[src/rtl/line_clear_ctrl_if.sv]
// Handshake and row-array bus between the game FSM, the line-clear sequencer and the row registers.
// The master side is the sequencer; the slave side is the FSM plus row array.
interface line_clear_ctrl_if #(
  parameter int ROWS = 20,
  parameter int CW   = 5
);
  logic            start;
  logic [ROWS-1:0] full;
  logic [2:0]      row_state;
  logic [ROWS-1:0] shift_row;
  logic            busy;
  logic            done;
  logic [CW-1:0]   lines;
  logic [15:0]     total_lines;

  modport master (
    input  start, full,
    output row_state, shift_row, busy, done, lines, total_lines
  );

  modport slave (
    output start, full,
    input  row_state, shift_row, busy, done, lines, total_lines
  );
endinterface

[src/rtl/line_clear_ctrl.sv]
// Line-clear sequencer: check rows, shift everything above the lowest full row down,
// repeat until no full row remains, then report the number of lines removed.
module line_clear_ctrl #(
  parameter int ROWS = 20,
  parameter int CW   = 5
) (
  input  logic              clk,
  input  logic              reset,
  line_clear_ctrl_if.master bus
);

  typedef enum logic [2:0] {
    IDLE  = 3'd0,
    CHK1  = 3'd1,
    CHK2  = 3'd2,
    SCAN  = 3'd3,
    SHIFT = 3'd4,
    DONE  = 3'd5
  } state_t;

  localparam logic [2:0] RS_CHECK = 3'b000;
  localparam logic [2:0] RS_MOVE  = 3'b001;
  localparam logic [2:0] RS_SHIFT = 3'b011;

  state_t          state_q, state_d;
  logic [ROWS-1:0] full_q, full_d;
  logic [CW-1:0]   count_q, count_d;
  logic [2:0]      row_state_q, row_state_d;
  logic [ROWS-1:0] shift_row_q, shift_row_d;
  logic            busy_q, busy_d;
  logic            done_q, done_d;
  logic [CW-1:0]   lines_q, lines_d;
  logic [15:0]     total_q, total_d;

  logic [ROWS-1:0] scan_mask;
  logic            scan_acc;
  logic [16:0]     total_sum;

  // Suffix-OR: bit i is set when any row at index >= i is full, which is exactly
  // the set of rows at or above the bottom-most full row.
  always_comb begin
    scan_acc  = 1'b0;
    scan_mask = '0;
    for (int i = ROWS - 1; i >= 0; i--) begin
      scan_acc     = scan_acc | full_q[i];
      scan_mask[i] = scan_acc;
    end
  end

  always_comb begin
    state_d     = state_q;
    full_d      = full_q;
    count_d     = count_q;
    row_state_d = RS_MOVE;
    shift_row_d = '0;
    busy_d      = 1'b0;
    done_d      = 1'b0;
    lines_d     = lines_q;
    total_d     = total_q;
    total_sum   = '0;

    case (state_q)
      IDLE: begin
        if (bus.start) begin
          count_d = '0;
          state_d = CHK1;
        end
      end
      CHK1: state_d = CHK2;
      CHK2: begin
        full_d  = bus.full;
        state_d = SCAN;
      end
      SCAN: begin
        if (full_q == '0) begin
          state_d = DONE;
        end else begin
          shift_row_d = scan_mask;
          state_d     = SHIFT;
        end
      end
      SHIFT: begin
        if (count_q != '1) count_d = count_q + CW'(1);
        state_d = CHK1;
      end
      DONE:    state_d = IDLE;
      default: state_d = IDLE;
    endcase

    // Outputs are decoded from the next state so they are registered yet aligned with it.
    case (state_d)
      CHK1, CHK2: row_state_d = RS_CHECK;
      SHIFT:      row_state_d = RS_SHIFT;
      default:    row_state_d = RS_MOVE;
    endcase
    busy_d = (state_d != IDLE);
    done_d = (state_d == DONE);

    if (state_d == DONE) begin
      lines_d   = count_d;
      total_sum = {1'b0, total_q} + 17'(count_d);
      total_d   = total_sum[16] ? 16'hFFFF : total_sum[15:0];
    end
  end

  always_ff @(posedge clk or posedge reset) begin
    if (reset) begin
      state_q     <= IDLE;
      full_q      <= '0;
      count_q     <= '0;
      row_state_q <= RS_MOVE;
      shift_row_q <= '0;
      busy_q      <= 1'b0;
      done_q      <= 1'b0;
      lines_q     <= '0;
      total_q     <= '0;
    end else begin
      state_q     <= state_d;
      full_q      <= full_d;
      count_q     <= count_d;
      row_state_q <= row_state_d;
      shift_row_q <= shift_row_d;
      busy_q      <= busy_d;
      done_q      <= done_d;
      lines_q     <= lines_d;
      total_q     <= total_d;
    end
  end

  assign bus.row_state   = row_state_q;
  assign bus.shift_row   = shift_row_q;
  assign bus.busy        = busy_q;
  assign bus.done        = done_q;
  assign bus.lines       = lines_q;
  assign bus.total_lines = total_q;

endmodule
[src/flat_wrapper.sv]
// flat-port wrapper written by rule: the top's interface ports become plain ports
module line_clear_ctrl_flat 
#(
  parameter int ROWS = 20,
  parameter int CW   = 5
)
  (clk, reset, bus_start, bus_full, bus_row_state, bus_shift_row, bus_busy, bus_done, bus_lines, bus_total_lines);
  line_clear_ctrl_if #(.ROWS(ROWS), .CW(CW)) bus_i ();
  input  logic clk;
  input  logic reset;
  input wire logic [$bits(bus_i.start)-1:0] bus_start;
  input wire logic [$bits(bus_i.full)-1:0] bus_full;
  output wire logic [$bits(bus_i.row_state)-1:0] bus_row_state;
  output wire logic [$bits(bus_i.shift_row)-1:0] bus_shift_row;
  output wire logic [$bits(bus_i.busy)-1:0] bus_busy;
  output wire logic [$bits(bus_i.done)-1:0] bus_done;
  output wire logic [$bits(bus_i.lines)-1:0] bus_lines;
  output wire logic [$bits(bus_i.total_lines)-1:0] bus_total_lines;
  assign bus_i.start = bus_start;
  assign bus_i.full = bus_full;
  assign bus_row_state = bus_i.row_state;
  assign bus_shift_row = bus_i.shift_row;
  assign bus_busy = bus_i.busy;
  assign bus_done = bus_i.done;
  assign bus_lines = bus_i.lines;
  assign bus_total_lines = bus_i.total_lines;
  line_clear_ctrl #(.ROWS(ROWS), .CW(CW)) u_core (.clk(clk), .reset(reset), .bus(bus_i));
endmodule
[config.mk]
export PLATFORM = sky130hd
export DESIGN_NAME = line_clear_ctrl_flat
export DESIGN_NICKNAME = d
export VERILOG_FILES = /design/src/rtl/line_clear_ctrl_if.sv /design/src/rtl/line_clear_ctrl.sv /design/src/flat_wrapper.sv
export SDC_FILE = /design/constraint.sdc
export NUM_CORES = 1
export LEC_CHECK = 0
export BUFFER_PORTS_ARGS = -buffer_cell sky130_fd_sc_hd__buf_2
export CAP_MARGIN = 20
export CORE_MARGIN = 3
export CORE_UTILIZATION = 48
export DETAILED_ROUTE_END_ITERATION = 7
export PLACE_DENSITY = 0.82
export SLEW_MARGIN = 20
export SYNTH_ARGS = -nofsm -noshare
export SYNTH_HDL_FRONTEND = slang
export SYNTH_SLANG_ARGS = --single-unit
[constraint.sdc]
create_clock -name clk -period 3.45 [get_ports clk]
set_input_delay 0.69 -clock clk [delete_from_list [all_inputs] [get_ports clk]]
set_output_delay 0.69 -clock clk [all_outputs]
set_load 0.05 [all_outputs]
==> out/results.tsv <==
metric	value	unit
# rows	28	
DP HPWL	4.76	mm
RePlAce Congestion	0.809	
# setup viols final	0	
Die Ht	86.9	um
Warnings, synthesis	0	
syn nets	297	
dpl cell area	3600	um2
initial antenna violation count	0	
CP max stage cell	fa_1	
pin count of the biggest net entering global routing	35	
overall routing resource usage	18.8	%
total power	3.37	mW
asr flop ratio synth	100	%
Worst Clk Skew	0.0104	ns
max-cap violations	0	
TNS Setup	0	ns
Clock transition at path regs	0.08	ns
crit path capture	u_core.bus.total_lines[9]	
Worst Setup SP	u_core.count_q[0]	
clock sinks	73	
Relative slew margins	47.0	%
measured slew at the worst slew-check pin	0.789	ns
DRT antenna net count	0	
Nets	374	
most common cell in the netlist	dfrtp_1	
PortBufs	67	
RR Startpoint	u_core.count_q[0]	
Setup CP Type	flop to flop	
capture point of the worst reg-to-reg path	u_core.bus.total_lines[9]	
commonest cells in the netlist	72 x dfrtp_1, 31 x mux2_2, 28 x nor2_1, 17 x nand2_1, 11 x a21oi_1	
P_leak	1.87	nW
vias in the first global route	2300	
max-slew violations	0	
RSZ-0062 raised after global routing	false	
CP required	3.68	ns
Clock Tree Buf Depth	2	
Slowest Stage Delay on Critical Path	0.41	ns
instance count on the critical path	12	
CP arrival	3.32	ns
Post-synth EDFFs	0	
Tcrit/Tclk final	89.6	%
fraction of layout cells with a size suffix above 1	37.0	%
Syn Std Cell Area	3140	um2
f_max	324	MHz
core area	6130	um2
R2R depth	12	
Antenna diodes	0	
worst-skew pair later-pin latency	0.34	ns
DRT iter0 DRCs	77	
top post-synthesis cells by area	dfrtp_1 57%, mux2_2 11%, nor2_1 3.3%	
status	finished, final reports clean	
Pwr Density	876	nW/um2
CTS Buf Count	9	
Max FO, Critical Path	9	
Startpoint Class	flop	
final wirelength	6.53	mm
leading area contributor after synthesis	dfrtp_1	
Root Buffer	clkbuf_8	
endpoint class of the critical path	flop	
Avg Cell Area, Syn	11.8	um2
FF+latch count, synth	73	
I/O pin cnt	69	
r2r setup slk	0.36	ns
routed len/inst	15.4	um
CP top delay family	adder cells	
Min-Delay Path Class	input port to async pin	
Buf+Inv Stages, Crit Path	0	
cts hold-fix bufs	0	
via count	2283	
via/cell ratio	5.38	
top_reg_cell synth	dfrtp_1	
Synth top area share	57.3	%
fin crit period	3.09	ns
Die X	86.9	um
router iterations before antenna repair	4	
die area	7560	um2
DRC	0	
synth-to-layout area growth	22.3	%
sequence of cells on the critical path	ha_1 > nand4_1 > nand2_1 > xor2_1 > nor2_1 > ha_1 > fa_1 > a21o_1 > a31oi_1 > or4_1 > nand2_1 > mux2_2	
Syn Inst Count	267	
total gr overflow	0	
sequential cell area fraction in the yosys report	58.2	%
CTS tree	yes	
final hold viol count	0	
Starting Density	51.3	%
first-pass GRT wire length	11.0	mm
Setup Buffers After CTS	0	
H-Tree Depth	3	
Max rail drop VDD	0.000549	V
Netlist cell types	43	
CTS resizes	0	
Final Instance Area	3840	um2
-- through the flow --
stage               hold WS (ns)  util, %  setup slack (ns)  cells
detailed placement         0.460     58.8             0.238    408
global placement           0.455     58.8             0.339    408
finish                     0.322     62.7             0.359    424
global route               0.335     62.7             0.105    424
floorplan                  0.482        -            0.0912    267
CTS                        0.322     62.7             0.366    424
-- layer usage --
| layer | routed length, um | GRT usage (%) |
|---|---|---|
| met2 | 3250 | 29.5 |
| met4 | 53 | 6.94 |
| met5 | 0 | 0 |
| met3 | 349 | 5.77 |
| met1 | 2880 | 24.7 |
-- cells by family (layout without fill, tap and decap cells) --
logic type               after synthesis  in the layout  synth area share [%]
AND/OR/NAND/NOR                       96             96                  16.1
flip-flops                            73             73                  58.2
AO/OA/AOI/OAI                         36             36                  7.40
multiplexers                          33             33                  11.7
buffers and inverters                 16             98                  2.07
adder cells (fa/ha/maj)                7              7                  3.03
XOR/XNOR                               5              5                  1.39
other                                  1              1                 0.119
-- registers in the layout (all words and copies together), names as in the netlist --
name / cells
u_core.bus.shift_row: 20
u_core.full_q: 20
u_core.bus.total_lines: 16
u_core.bus.lines: 5
u_core.count_q: 5
u_core.state_q: 3
u_core.bus.row_state: 2
u_core.bus.busy: 1
u_core.bus.done: 1
-- cells in the final DEF, fill, tap and decap left out, drive strengths merged, types with 2 or more instances in the layout --
master	n
buf	76
dfrtp	72
mux2	31
nor2	28
nand2	17
a21oi	11
nor3	10
clkbuf	10
a31oi	8
nand3	7
inv	7
ha	6
nor4	6
and2	5
or4	5
o21ai	4
nand4	4
nand2b	3
a21o	3
o31a	3
xor2	3
bufinv	3
nor3b	3
or3	2
nor2b	2
xnor2	2
mux2i	2
-- power breakdown --
part | switching [mW] | leakage [nW] | internal, mW
logic | 0.809 | 0.831 | 0.458
registers | 0.187 | 0.921 | 1.12
clock network | 0.312 | 0.117 | 0.484
-- worst min-delay path by stage --
stage / depth (start not counted) / endpoint / slack (ns)
after floorplan: 1 / u_core.full_q[12] / 0.48
after global placement: 2 / u_core.bus.lines[4] / 0.46
after detailed placement: 2 / u_core.bus.lines[4] / 0.46
after CTS: 2 / u_core.bus.shift_row[14] / 0.32
after global routing: 2 / u_core.bus.shift_row[14] / 0.33
final: 2 / u_core.bus.shift_row[14] / 0.32
-- area by class of cell --
| cell class | count | area (um2) |
|---|---|---|
| clock buffers | 10 | 128 |
| clock inverters | 6 | 115 |
| fillers | 492 | 2290 |
| inverters | 6 | 22.5 |
| multi-input cells | 178 | 1250 |
| flip-flops and latches | 73 | 1830 |
| well taps | 75 | 93.8 |
| repair buffers | 76 | 403 |
No activity file was read; power rests on OpenSTA's default activity.
